<file path="src/rtl/regfile_2r1w.sv">
// regfile_2r1w: parametrised register file with one write port, two
// registered read ports, write-first bypass and a hardware clear sweep.
//
// Optional build macro: REGFILE_ZERO_REG_EN
//   defined   -> entry 0 is hardwired to zero (writes dropped, reads 0,
//                no bypass on address 0); the sweep still runs DEPTH cycles.
//   undefined -> entry 0 is an ordinary register.
//
// Handshake: there is no valid/ready pair. A write is accepted at a rising
// edge only when the sweep is idle, w=1, clr=0 and wn addresses a real
// entry (and, with the zero register, wn != 0); otherwise it is lost, never
// queued. clr is a single-cycle request accepted only while idle; busy is
// high from the edge after clr until the edge that clears entry DEPTH-1.
//
// Debug: dbg_state_o mirrors the sweep FSM state (0 = IDLE, 1 = SWEEP).

module regfile_2r1w #(
  parameter int WIDTH  = 8,
  parameter int DEPTH  = 8,
  parameter int ADDR_W = 3
) (
  input  logic              clk,
  input  logic              rst,
  input  logic              w,
  input  logic [ADDR_W-1:0] wn,
  input  logic [WIDTH-1:0]  d,
  input  logic [ADDR_W-1:0] ra,
  input  logic [ADDR_W-1:0] rb,
  input  logic              clr,
  output logic [WIDTH-1:0]  qa,
  output logic [WIDTH-1:0]  qb,
  output logic              busy,
  output logic              dbg_state_o
);

`ifdef REGFILE_ZERO_REG_EN
  localparam bit ZERO_REG = 1'b1;
`else
  localparam bit ZERO_REG = 1'b0;
`endif

  // Depth as an (ADDR_W+1)-bit value so "address < DEPTH" never overflows,
  // even when DEPTH == 2**ADDR_W.
  localparam logic [ADDR_W:0]   DEPTH_C  = (ADDR_W+1)'(DEPTH);
  localparam logic [ADDR_W-1:0] LAST_IDX = ADDR_W'(DEPTH - 1);

  typedef enum logic {
    ST_IDLE  = 1'b0,
    ST_SWEEP = 1'b1
  } state_e;

  state_e            state_q, state_d;
  logic [ADDR_W-1:0] ptr_q, ptr_d;
  logic              busy_q, busy_d;
  logic [WIDTH-1:0]  qa_q, qa_d;
  logic [WIDTH-1:0]  qb_q, qb_d;
  logic [WIDTH-1:0]  mem_q [DEPTH];
  logic [WIDTH-1:0]  mem_d [DEPTH];

  logic              wn_in_range;
  logic              wn_writable;
  logic              wr_en;
  logic [WIDTH-1:0]  rd_a;
  logic [WIDTH-1:0]  rd_b;

  // Write address qualification: real entry, and not the hardwired zero.
  always_comb begin
    wn_in_range = ({1'b0, wn} < DEPTH_C);
    wn_writable = wn_in_range;
    if (ZERO_REG && (wn == '0)) begin
      wn_writable = 1'b0;
    end
  end

  // Sweep FSM next state; also decides whether this edge commits a write.
  always_comb begin
    state_d = state_q;
    ptr_d   = ptr_q;
    busy_d  = busy_q;
    wr_en   = 1'b0;
    case (state_q)
      ST_IDLE: begin
        if (clr) begin
          // clr wins over a simultaneous write.
          state_d = ST_SWEEP;
          ptr_d   = '0;
          busy_d  = 1'b1;
        end else if (w && wn_writable) begin
          wr_en = 1'b1;
        end
      end
      ST_SWEEP: begin
        if (ptr_q == LAST_IDX) begin
          state_d = ST_IDLE;
          ptr_d   = '0;
          busy_d  = 1'b0;
        end else begin
          ptr_d = ptr_q + ADDR_W'(1);
        end
      end
      default: begin
        state_d = ST_IDLE;
        ptr_d   = '0;
        busy_d  = 1'b0;
      end
    endcase
  end

  // Storage next state: either one accepted write or one swept entry.
  always_comb begin
    for (int i = 0; i < DEPTH; i++) begin
      mem_d[i] = mem_q[i];
      if (wr_en && (wn == ADDR_W'(i))) begin
        mem_d[i] = d;
      end
      if ((state_q == ST_SWEEP) && (ptr_q == ADDR_W'(i))) begin
        mem_d[i] = '0;
      end
    end
  end

  // Read muxes over stored contents; out-of-range addresses read as zero.
  always_comb begin
    rd_a = '0;
    rd_b = '0;
    for (int i = 0; i < DEPTH; i++) begin
      if (ra == ADDR_W'(i)) begin
        rd_a = mem_q[i];
      end
      if (rb == ADDR_W'(i)) begin
        rd_b = mem_q[i];
      end
    end
    if (ZERO_REG && (ra == '0)) begin
      rd_a = '0;
    end
    if (ZERO_REG && (rb == '0)) begin
      rd_b = '0;
    end
  end

  // Read-port next values with write-first bypass. wr_en is never set in
  // SWEEP or for the zero register, so neither case can bypass.
  always_comb begin
    qa_d = rd_a;
    qb_d = rd_b;
    if (wr_en && (wn == ra)) begin
      qa_d = d;
    end
    if (wr_en && (wn == rb)) begin
      qb_d = d;
    end
  end

  // FSM, pointer and busy flag registers.
  always_ff @(posedge clk or posedge rst) begin
    if (rst) begin
      state_q <= ST_IDLE;
      ptr_q   <= '0;
      busy_q  <= 1'b0;
    end else begin
      state_q <= state_d;
      ptr_q   <= ptr_d;
      busy_q  <= busy_d;
    end
  end

  // Register array.
  always_ff @(posedge clk or posedge rst) begin
    if (rst) begin
      for (int i = 0; i < DEPTH; i++) begin
        mem_q[i] <= '0;
      end
    end else begin
      for (int i = 0; i < DEPTH; i++) begin
        mem_q[i] <= mem_d[i];
      end
    end
  end

  // Registered read data.
  always_ff @(posedge clk or posedge rst) begin
    if (rst) begin
      qa_q <= '0;
      qb_q <= '0;
    end else begin
      qa_q <= qa_d;
      qb_q <= qb_d;
    end
  end

  assign qa          = qa_q;
  assign qb          = qb_q;
  assign busy        = busy_q;
  assign dbg_state_o = state_q;

endmodule

</file>
<file path="config.mk">
export PLATFORM = sky130hd
export DESIGN_NAME = regfile_2r1w
export DESIGN_NICKNAME = d
export VERILOG_FILES = /design/src/rtl/regfile_2r1w.sv
export SDC_FILE = /design/constraint.sdc
export NUM_CORES = 1
export LEC_CHECK = 0
export ABC_AREA = 1
export CORE_UTILIZATION = 27
export DETAILED_ROUTE_END_ITERATION = 6
export HOLD_SLACK_MARGIN = 0.03
export PLACE_DENSITY = 0.54
export SKIP_CTS_REPAIR_TIMING = 1
export SYNTH_ARGS = -nofsm -noshare
export SYNTH_HDL_FRONTEND = slang
export SYNTH_SLANG_ARGS = --single-unit
</file>
<file path="constraint.sdc">
create_clock -name clk -period 7.4 [get_ports clk]
set_clock_uncertainty 0.15 [all_clocks]
set_input_delay 2.22 -clock clk [delete_from_list [all_inputs] [get_ports clk]]
set_output_delay 2.22 -clock clk [all_outputs]
set_load 0.03 [all_outputs]
</file>
==> results of run 1 <==
[critical path, stage by stage]
cell	delay (ns)
clkdlybuf4s50_1	0.97
inv_1	0.21
nor3_2	0.94
a21oi_1	0.17
nand2_1	0.11
nand2_1	0.05
[final timing paths]
| check | start | to | slack, ns | cells past startpoint |
|---|---|---|---|---|
| max | ra[1] | qa[4] | 2.79 | 6 |
| min | busy | busy | 0.36 | 2 |
| max reg2reg | dbg_state_o | mem_q[5] | 4.91 | 6 |
| min reg2reg | busy | busy | 0.36 | 2 |
| max in group asynchronous | rst | dbg_state_o | 3.90 | 3 |
| min in group asynchronous | rst | qb[3] | 2.07 | 2 |
[metrics by stage]
| step | power (mW) | util (%) | instance area (um^2) |
|---|---|---|---|
| finish | 1.39 | 33.0 | 5310 |
| global route | 1.46 | 33.0 | 5310 |
| CTS | 1.40 | 33.0 | 5310 |
| detailed placement | 0.962 | 31.2 | 5030 |
| global placement | 0.952 | 31.2 | 5030 |
| floorplan | 0.825 | - | 4510 |
[sequential cells by signal, summed over array words and instances, names as in the netlist]
signal	cells
ptr_q	3
qa	8
qb	8
dbg_state_o	1
mem_q	64
busy	1
[layout make-up]
cell class / count / area [um^2]
flip-flops and latches: 85 / 2130
multi-input cells: 407 / 2060
repair buffers: 39 / 388
clock buffers: 9 / 225
clock inverters: 7 / 57.6
well taps: 216 / 270
inverters: 48 / 181
fillers: 1702 / 10800
[cell families (layout without fill, tap and decap cells)]
group	Yosys count	after routing	synth area share (%)
XOR/XNOR	3	3	0.583
AO/OA/AOI/OAI	105	105	12.3
buffers and inverters	72	103	7.02
flip-flops	85	85	47.2
adder cells (fa/ha/maj)	6	6	1.67
AND/OR/NAND/NOR	293	293	31.2
[routing by layer]
layer	track usage, %	share of wire (%)	vias to the layer above
li1	-	-	1991
met1	22.7	45	2081
met2	26.4	45	164
met3	3.47	6.7	29
met4	7.45	2.7	0
met5	0	0	-
[synth_stat cells, types with 3 or more instances]
| master | number |
|---|---|
| nand3_1 | 93 |
| buf_2 | 13 |
| ha_1 | 6 |
| clkbuf_1 | 6 |
| nand2_1 | 111 |
| nand4_1 | 34 |
| dfrtp_1 | 85 |
| xor2_1 | 3 |
| inv_2 | 8 |
| o21ai_0 | 33 |
| nor2_1 | 40 |
| inv_1 | 40 |
| buf_6 | 3 |
| o21ai_1 | 18 |
| nor3_2 | 7 |
| o22ai_1 | 15 |
| a21oi_1 | 36 |
| nor3_4 | 3 |
[power breakdown]
group | total [mW] | leakage, nW | switching (mW) | internal, mW
combinational | 0.356 | 1.03 | 0.240 | 0.116
clock | 0.432 | 0.129 | 0.201 | 0.231
sequential | 0.601 | 1.16 | 0.0592 | 0.542
total | 1.39 | 2.32 | 0.500 | 0.888
==> qor.yml, run 1 <==
status: "complete, no violations"
period_share_pct: 62.3
async_flop_share_pct: 100
cp_max_fo: 17
final_common_cell: "nand2_1"
place_inst: 795
stdcell_count: 811
diodes: 0
ys_ff_latch: 85
numCtsBuffers: 9
grt_pass1_vias: 4138
dpl.hpwl_mm: 9.70
fin_ws_ns: 2.79
post_drt_via_cell_ratio: 5.26
place_congestion: 0.854
cts_buffer_depth: 2
synthCells: 564
clk_latency_ns: 0.34
drv_cap: 0
wl_mm: 14.1
fp.dieH_um: 131
synth_top_cell_by_area: "dfrtp_1"
grt_pass1_wl_mm: 22.8
synthTopCellsByArea: "dfrtp_1 47%, nand3_1 10%, nand2_1 9.2%"
dieArea_um2: 17200
grtUsageTotal_pct: 17.0
grt_max_degree: 57
drv_slew: 0
avgRoutedWirePerCell_um: 17.3
final_antenna_net_count: 0
endpoint_kind: "flip-flop"
dr.pass1.iters: 5
final.setup.tns_ns: 0
irDropWorstVdd_uv: 140
yosysUniqueCellTypes: 24
start_util_pct: 28.0
vias: 4265
hold_viol: 0
synthFlopType: "dfrtp_1"
synth_top_area_share_pct: 47.2
coreArea_um2: 16100
cp.required_ns: 7.48
start_kind: "primary input"
rows: 46
synth.net_count: 591
synth-seq-area-share_pct: 47.2
power.density_nw_per_um2: 261
max_slew.worst_pin.slew_ns: 1.13
timing.fmax_ghz: 0.217
critical_path_class: "primary input to flip-flop"
gr-total-overflow: 0
cts_tree: "built"
numPortBuffers: 38
syn_avg_cell_area_um2: 7.99
arrival_ns: 4.69
area_growth_pct: 17.9
io_pins: 39
drtIter0Drc: 531
relSlewSlack_pct: 24.1
cts_max_level: 3
rsz0062_at_grt: "no"
finalSetupViolCount: 0
fin_nets: 617
antenna_found_initial: 0
layout_common_cells: "111 x nand2_1, 93 x nand3_1, 85 x dfrtp_1"
clk_pin_slew_ns: 0.07
post-route-drc-count: 0
drive_gt1_share_pct: 7.06
cts-root-buf: "clkbuf_16"
synth_edf_count: 0
timing.hold.ws_ns: 0.360
fin_crit_ns: 4.61
power_leakage_nw: 2.32
netlist_area_um2: 4510
hold_path_class: "flip-flop to flip-flop"
yosysWarnings: 0
dieWidth_um: 131
pre_cts_slack_ns: 2.48
cts_sinks: 85
Power figures use the tool's default switching activity.
==> inputs of run 2 (changes only) <==
clock period = 4.4 ns   (was 7.4 ns; I/O delays follow)
==> qor.yml, run 2 (synthesis results as in run 1) <==
drv_cap: 0  # unchanged
drive_gt1_share_pct: 7.53  # +0.47 points
post_drt_via_cell_ratio: 5.26  # about the same
start_util_pct: 28.0  # unchanged
crit_path_frequent_cell: "nand2_1"
critical_path_class: "primary input to flip-flop"
clk_latency_ns: 0.35  # about the same
r2r-end: "qb[4]"
power.density_nw_per_um2: 437  # +67%
final_antenna_net_count: 0  # unchanged
period_share_pct: 74.1
crit_chain: "clkdlybuf4s50_1 > inv_2 > nand2_1 > a21oi_1 > and2_1 > a21oi_1 > nand2_1 > nand2_1"
timing.hold.ws_ns: 0.362  # +0.00194 ns
rows: 46  # unchanged
io_pins: 39  # unchanged
numCtsBuffers: 9  # unchanged
timing.fmax_ghz: 0.307
coreArea_um2: 16100  # unchanged
fin_nets: 620  # +0.49%
fin_crit_ns: 3.26
grt_max_degree: 49  # -14%
grt_pass1_wl_mm: 22.8  # +0.24%
place_inst: 798  # +0.38%
whs_endpoint: "busy"
pre_cts_slack_ns: 0.797  # -1.68 ns
relSlewSlack_pct: 44.3  # +20 points
dieArea_um2: 17200  # unchanged
endpoint_kind: "flip-flop"
numPortBuffers: 38  # unchanged
avgRoutedWirePerCell_um: 17.1  # -1.2%
top_register: "mem_q"
grtUsageTotal_pct: 16.9  # -0.10 points
final.setup.tns_ns: 0  # unchanged
irDropWorstVdd_uv: 292  # +110%
power_leakage_nw: 2.35  # +1.3%
drv_slew: 0  # unchanged
dieWidth_um: 131  # unchanged
cts_tree: "built"
cts_max_level: 3  # unchanged
post-route-drc-count: 0  # unchanged
grt_pass1_vias: 4258  # +2.9%
finalSetupViolCount: 0  # unchanged
cts_sinks: 85  # unchanged
largest_reg_flops: 64  # unchanged
area_growth_pct: 18.7
fp.dieH_um: 131  # unchanged
dpl.hpwl_mm: 10.2  # +5.6%
rsz0062_at_grt: "no"
cts-root-buf: "clkbuf_16"
worstRegToRegCells: 7  # +1
drtIter0Drc: 401  # -24%
hp-start: "busy"
vias: 4278  # +0.30%
wl_mm: 13.9  # -0.86%
clk_pin_slew_ns: 0.06  # about the same
max_slew.worst_pin.slew_ns: 0.833  # -0.300 ns
place_congestion: 0.892  # +4.5%
hold_viol: 0  # unchanged
start_kind: "primary input"
crit_path_max_incr_delay_ns: 0.59  # -0.38 ns
status: "complete, no violations"
dr.pass1.iters: 5  # unchanged
fin_ws_ns: 1.14  # -1.65 ns
crit_slowest_cell: "and2_1"
cp.required_ns: 4.49  # -2.99 ns
gr-total-overflow: 0  # unchanged
diodes: 0  # unchanged
hold_path_class: "flip-flop to flip-flop"
arrival_ns: 3.35  # -1.34 ns
min_path_cells: 2  # unchanged
final_common_cell: "nand2_1"
stdcell_count: 814  # +0.37%
antenna_found_initial: 0  # unchanged
cp_max_fo: 22  # +5
r2r_setup_slack_ns: 2.06  # -2.85 ns
r2r-start: "dbg_state_o"
layout_common_cells: "111 x nand2_1, 93 x nand3_1, 85 x dfrtp_1"
cts_buffer_depth: 2  # unchanged
==> run 2: layout make-up <==
| type | count | area, um^2 |
|---|---|---|
| Clock buffer | 10 | 239 |
| Clock inverter | 6 | 47.5 |
| Fill cell | 1727 | 10800 |
| Inverter | 48 | 181 |
| Multi-Input combinational cell | 407 | 2060 |
| Sequential cell | 85 | 2130 |
| Tap cell | 216 | 270 |
| Timing Repair Buffer | 42 | 423 |
==> run 2: per-stage QoR <==
stage                     utilization [%]  instance area [um^2]  total power, mW
after CTS                            33.2                  5350             2.36
after floorplan                         -                  4510             1.39
final                                33.2                  5350             2.34
after detailed placement             31.4                  5060             1.62
after global routing                 33.2                  5350             2.47
after global placement               31.4                  5060             1.61
==> run 2: worst max-delay path by stage <==
stage	start	endpoint
floorplan	rst	busy
global placement	rb[2]	qb[0]
detailed placement	rb[2]	qb[7]
CTS	rb[2]	qb[7]
global route	rb[2]	qb[7]
finish	rb[2]	qb[4]
==> run 2: power breakdown <==
part	internal (mW)	switching, mW
sequential	0.911	0.104
clock	0.402	0.330
combinational	0.196	0.395
==> run 2: routing by layer <==
metal | routed length, um | vias up | track usage (%)
li1 | - | 1998 | -
met1 | 6060 | 2112 | 21.0
met2 | 6830 | 139 | 28.3
met3 | 690 | 29 | 3.20
met4 | 363 | 0 | 7.45
met5 | 0 | - | 0
==> run 2: critical path: cells and delay by family <==
kind,cells,cell delay [ns]
buf+inv,2,0.89
simple gates,4,0.87
compound gates,2,0.27
==> inputs of run 3 (changes only) <==
clock period = 3.05 ns   (was 4.4 ns; I/O delays follow)
==> qor.yml, run 3 (synthesis results as in run 1) <==
status: "complete, no violations"
clk_latency_ns: 0.35  # about the same
drive_gt1_share_pct: 10.1  # +2.5 points
cts_tree: "built"
hold_viol: 0  # unchanged
cts-root-buf: "clkbuf_16"
cp.depth: 1  # -7
diodes: 0  # unchanged
post-route-drc-count: 0  # unchanged
whs_endpoint: "busy"
cts_max_level: 3  # unchanged
crit_chain: "clkdlybuf4s50_1"
numPortBuffers: 38  # unchanged
fillers: 1685  # -2.4%
drtIter0Drc: 433  # +8.0%
final_common_cell: "nand2_1"
min_path_cells: 2  # unchanged
power.density_nw_per_um2: 608  # +39%
drv_cap: 0  # unchanged
grt_pass1_vias: 4234  # -0.56%
max_slew.worst_pin.slew_ns: 0.554  # -0.278 ns
period_share_pct: 89.2
grtUsageTotal_pct: 16.8  # -0.061 points
cts_sinks: 85  # unchanged
arrival_ns: 1.66  # -1.69 ns
cp.required_ns: 1.98  # -2.51 ns
critPathBufInv: 1  # -1
wl_met2_mm: 6.31  # -7.7%
coreArea_um2: 16100  # unchanged
grt_max_degree: 86  # +76%
dpl.hpwl_mm: 9.84  # -3.9%
finalSetupViolCount: 0  # unchanged
crit_slowest_cell: "clkdlybuf4s50_1"
grt_pass1_wl_mm: 22.7  # -0.57%
worstRegToRegCells: 7  # unchanged
fin_nets: 640  # +3.2%
r2r-start: "dbg_state_o"
timing.hold.ws_ns: 0.370  # +0.00795 ns
dieArea_um2: 17200  # unchanged
endpoint_kind: "primary output"
cp-startpoint: "dbg_state_o"
r2r-end: "mem_q[31]"
drt-met1-wl_mm: 6.30  # +3.9%
start_util_pct: 28.0  # unchanged
cts_buffer_depth: 2  # unchanged
timing.fmax_ghz: 0.367
wl_mm: 13.9  # -0.37%
irDropWorstVdd_uv: 370  # +27%
highest_layer: "met4"
io_pins: 39  # unchanged
fin_crit_ns: 2.72
rsz0062_at_grt: "no"
area_growth_pct: 22.5
largest_reg_flops: 64  # unchanged
drv_slew: 0  # unchanged
layout_common_cells: "111 x nand2_1, 93 x nand3_1, 85 x dfrtp_1"
final_antenna_net_count: 0  # unchanged
wl_met3_um: 827  # +20%
start_kind: "flip-flop"
hold_path_class: "flip-flop to flip-flop"
relSlewSlack_pct: 63.0  # +19 points
post_drt_via_cell_ratio: 5.25  # about the same
numCtsBuffers: 9  # unchanged
cp_max_fo: 12  # -45%
fp.dieH_um: 131  # unchanged
power_leakage_nw: 2.45  # +4.2%
rows: 46  # unchanged
crit_family: "buffers and inverters"
final.setup.tns_ns: 0  # unchanged
antenna_found_initial: 0  # unchanged
clk_pin_slew_ns: 0.06  # about the same
gr-total-overflow: 0  # unchanged
avgRoutedWirePerCell_um: 16.7  # -2.5%
hp-start: "busy"
crit_path_max_incr_delay_ns: 0.75  # +0.16 ns
place_congestion: 0.872  # -2.3%
dr.pass1.iters: 5  # unchanged
top_register: "mem_q"
vias: 4370  # +2.2%
dieWidth_um: 131  # unchanged
r2r_setup_slack_ns: 0.90  # -1.16 ns
power.total_mw: 3.36  # +44%
critical_path_class: "flip-flop to primary output"
-- run 3: cell types whose count changed in the layout (fill, tap and decap cells not counted) --
cell / previous run / this run
clkinv_4: 3 / 0
clkbuf_1: 0 / 1
inv_6: 1 / 0
buf_12: 1 / 4
clkbuf_8: 1 / 2
buf_4: 3 / 20
-- run 3: worst max-delay path by stage --
stage                   to  slack [ns]
5_1_grt        dbg_state_o        0.23
4_1_cts        dbg_state_o        0.31
3_5_place_dp     mem_q[30]        0.15
2_1_floorplan        qa[6]        0.93
3_3_place_gp     mem_q[30]        0.16
6_report       dbg_state_o        0.33
-- run 3: metal layers --
metal  track usage [%]  up-vias
met4              8.76        0
li1                  -     2038
met1              22.6     2111
met3              3.20       36
met2              25.5      185
met5                 0        -
-- run 3: report_power, final --
part	leakage, nW	internal [mW]	total [mW]	switching [mW]
Sequential	1.16	1.32	1.46	0.143
Combinational	1.15	0.299	0.880	0.582
Clock	0.134	0.585	1.02	0.435
-- run 3: metrics by stage --
step           util, %  cells  worst slack (ns)  area (um^2)
2_1_floorplan        -    564             0.931         4510
5_1_grt           34.3    832             0.229         5520
6_report          34.3    832             0.328         5520
4_1_cts           34.3    832             0.311         5520
3_3_place_gp      32.6    818             0.163         5260
3_5_place_dp      32.6    818             0.146         5260
-- run 3: area by class of cell --
class	instances	area (um^2)	share of cell area [%]
inverters	48	184	3.33
clock buffers	12	256	4.65
repair buffers	62	611	11.1
flip-flops and latches	85	2130	38.5
clock inverters	2	10.0	0.181
well taps	216	270	4.89
multi-input cells	407	2060	37.4
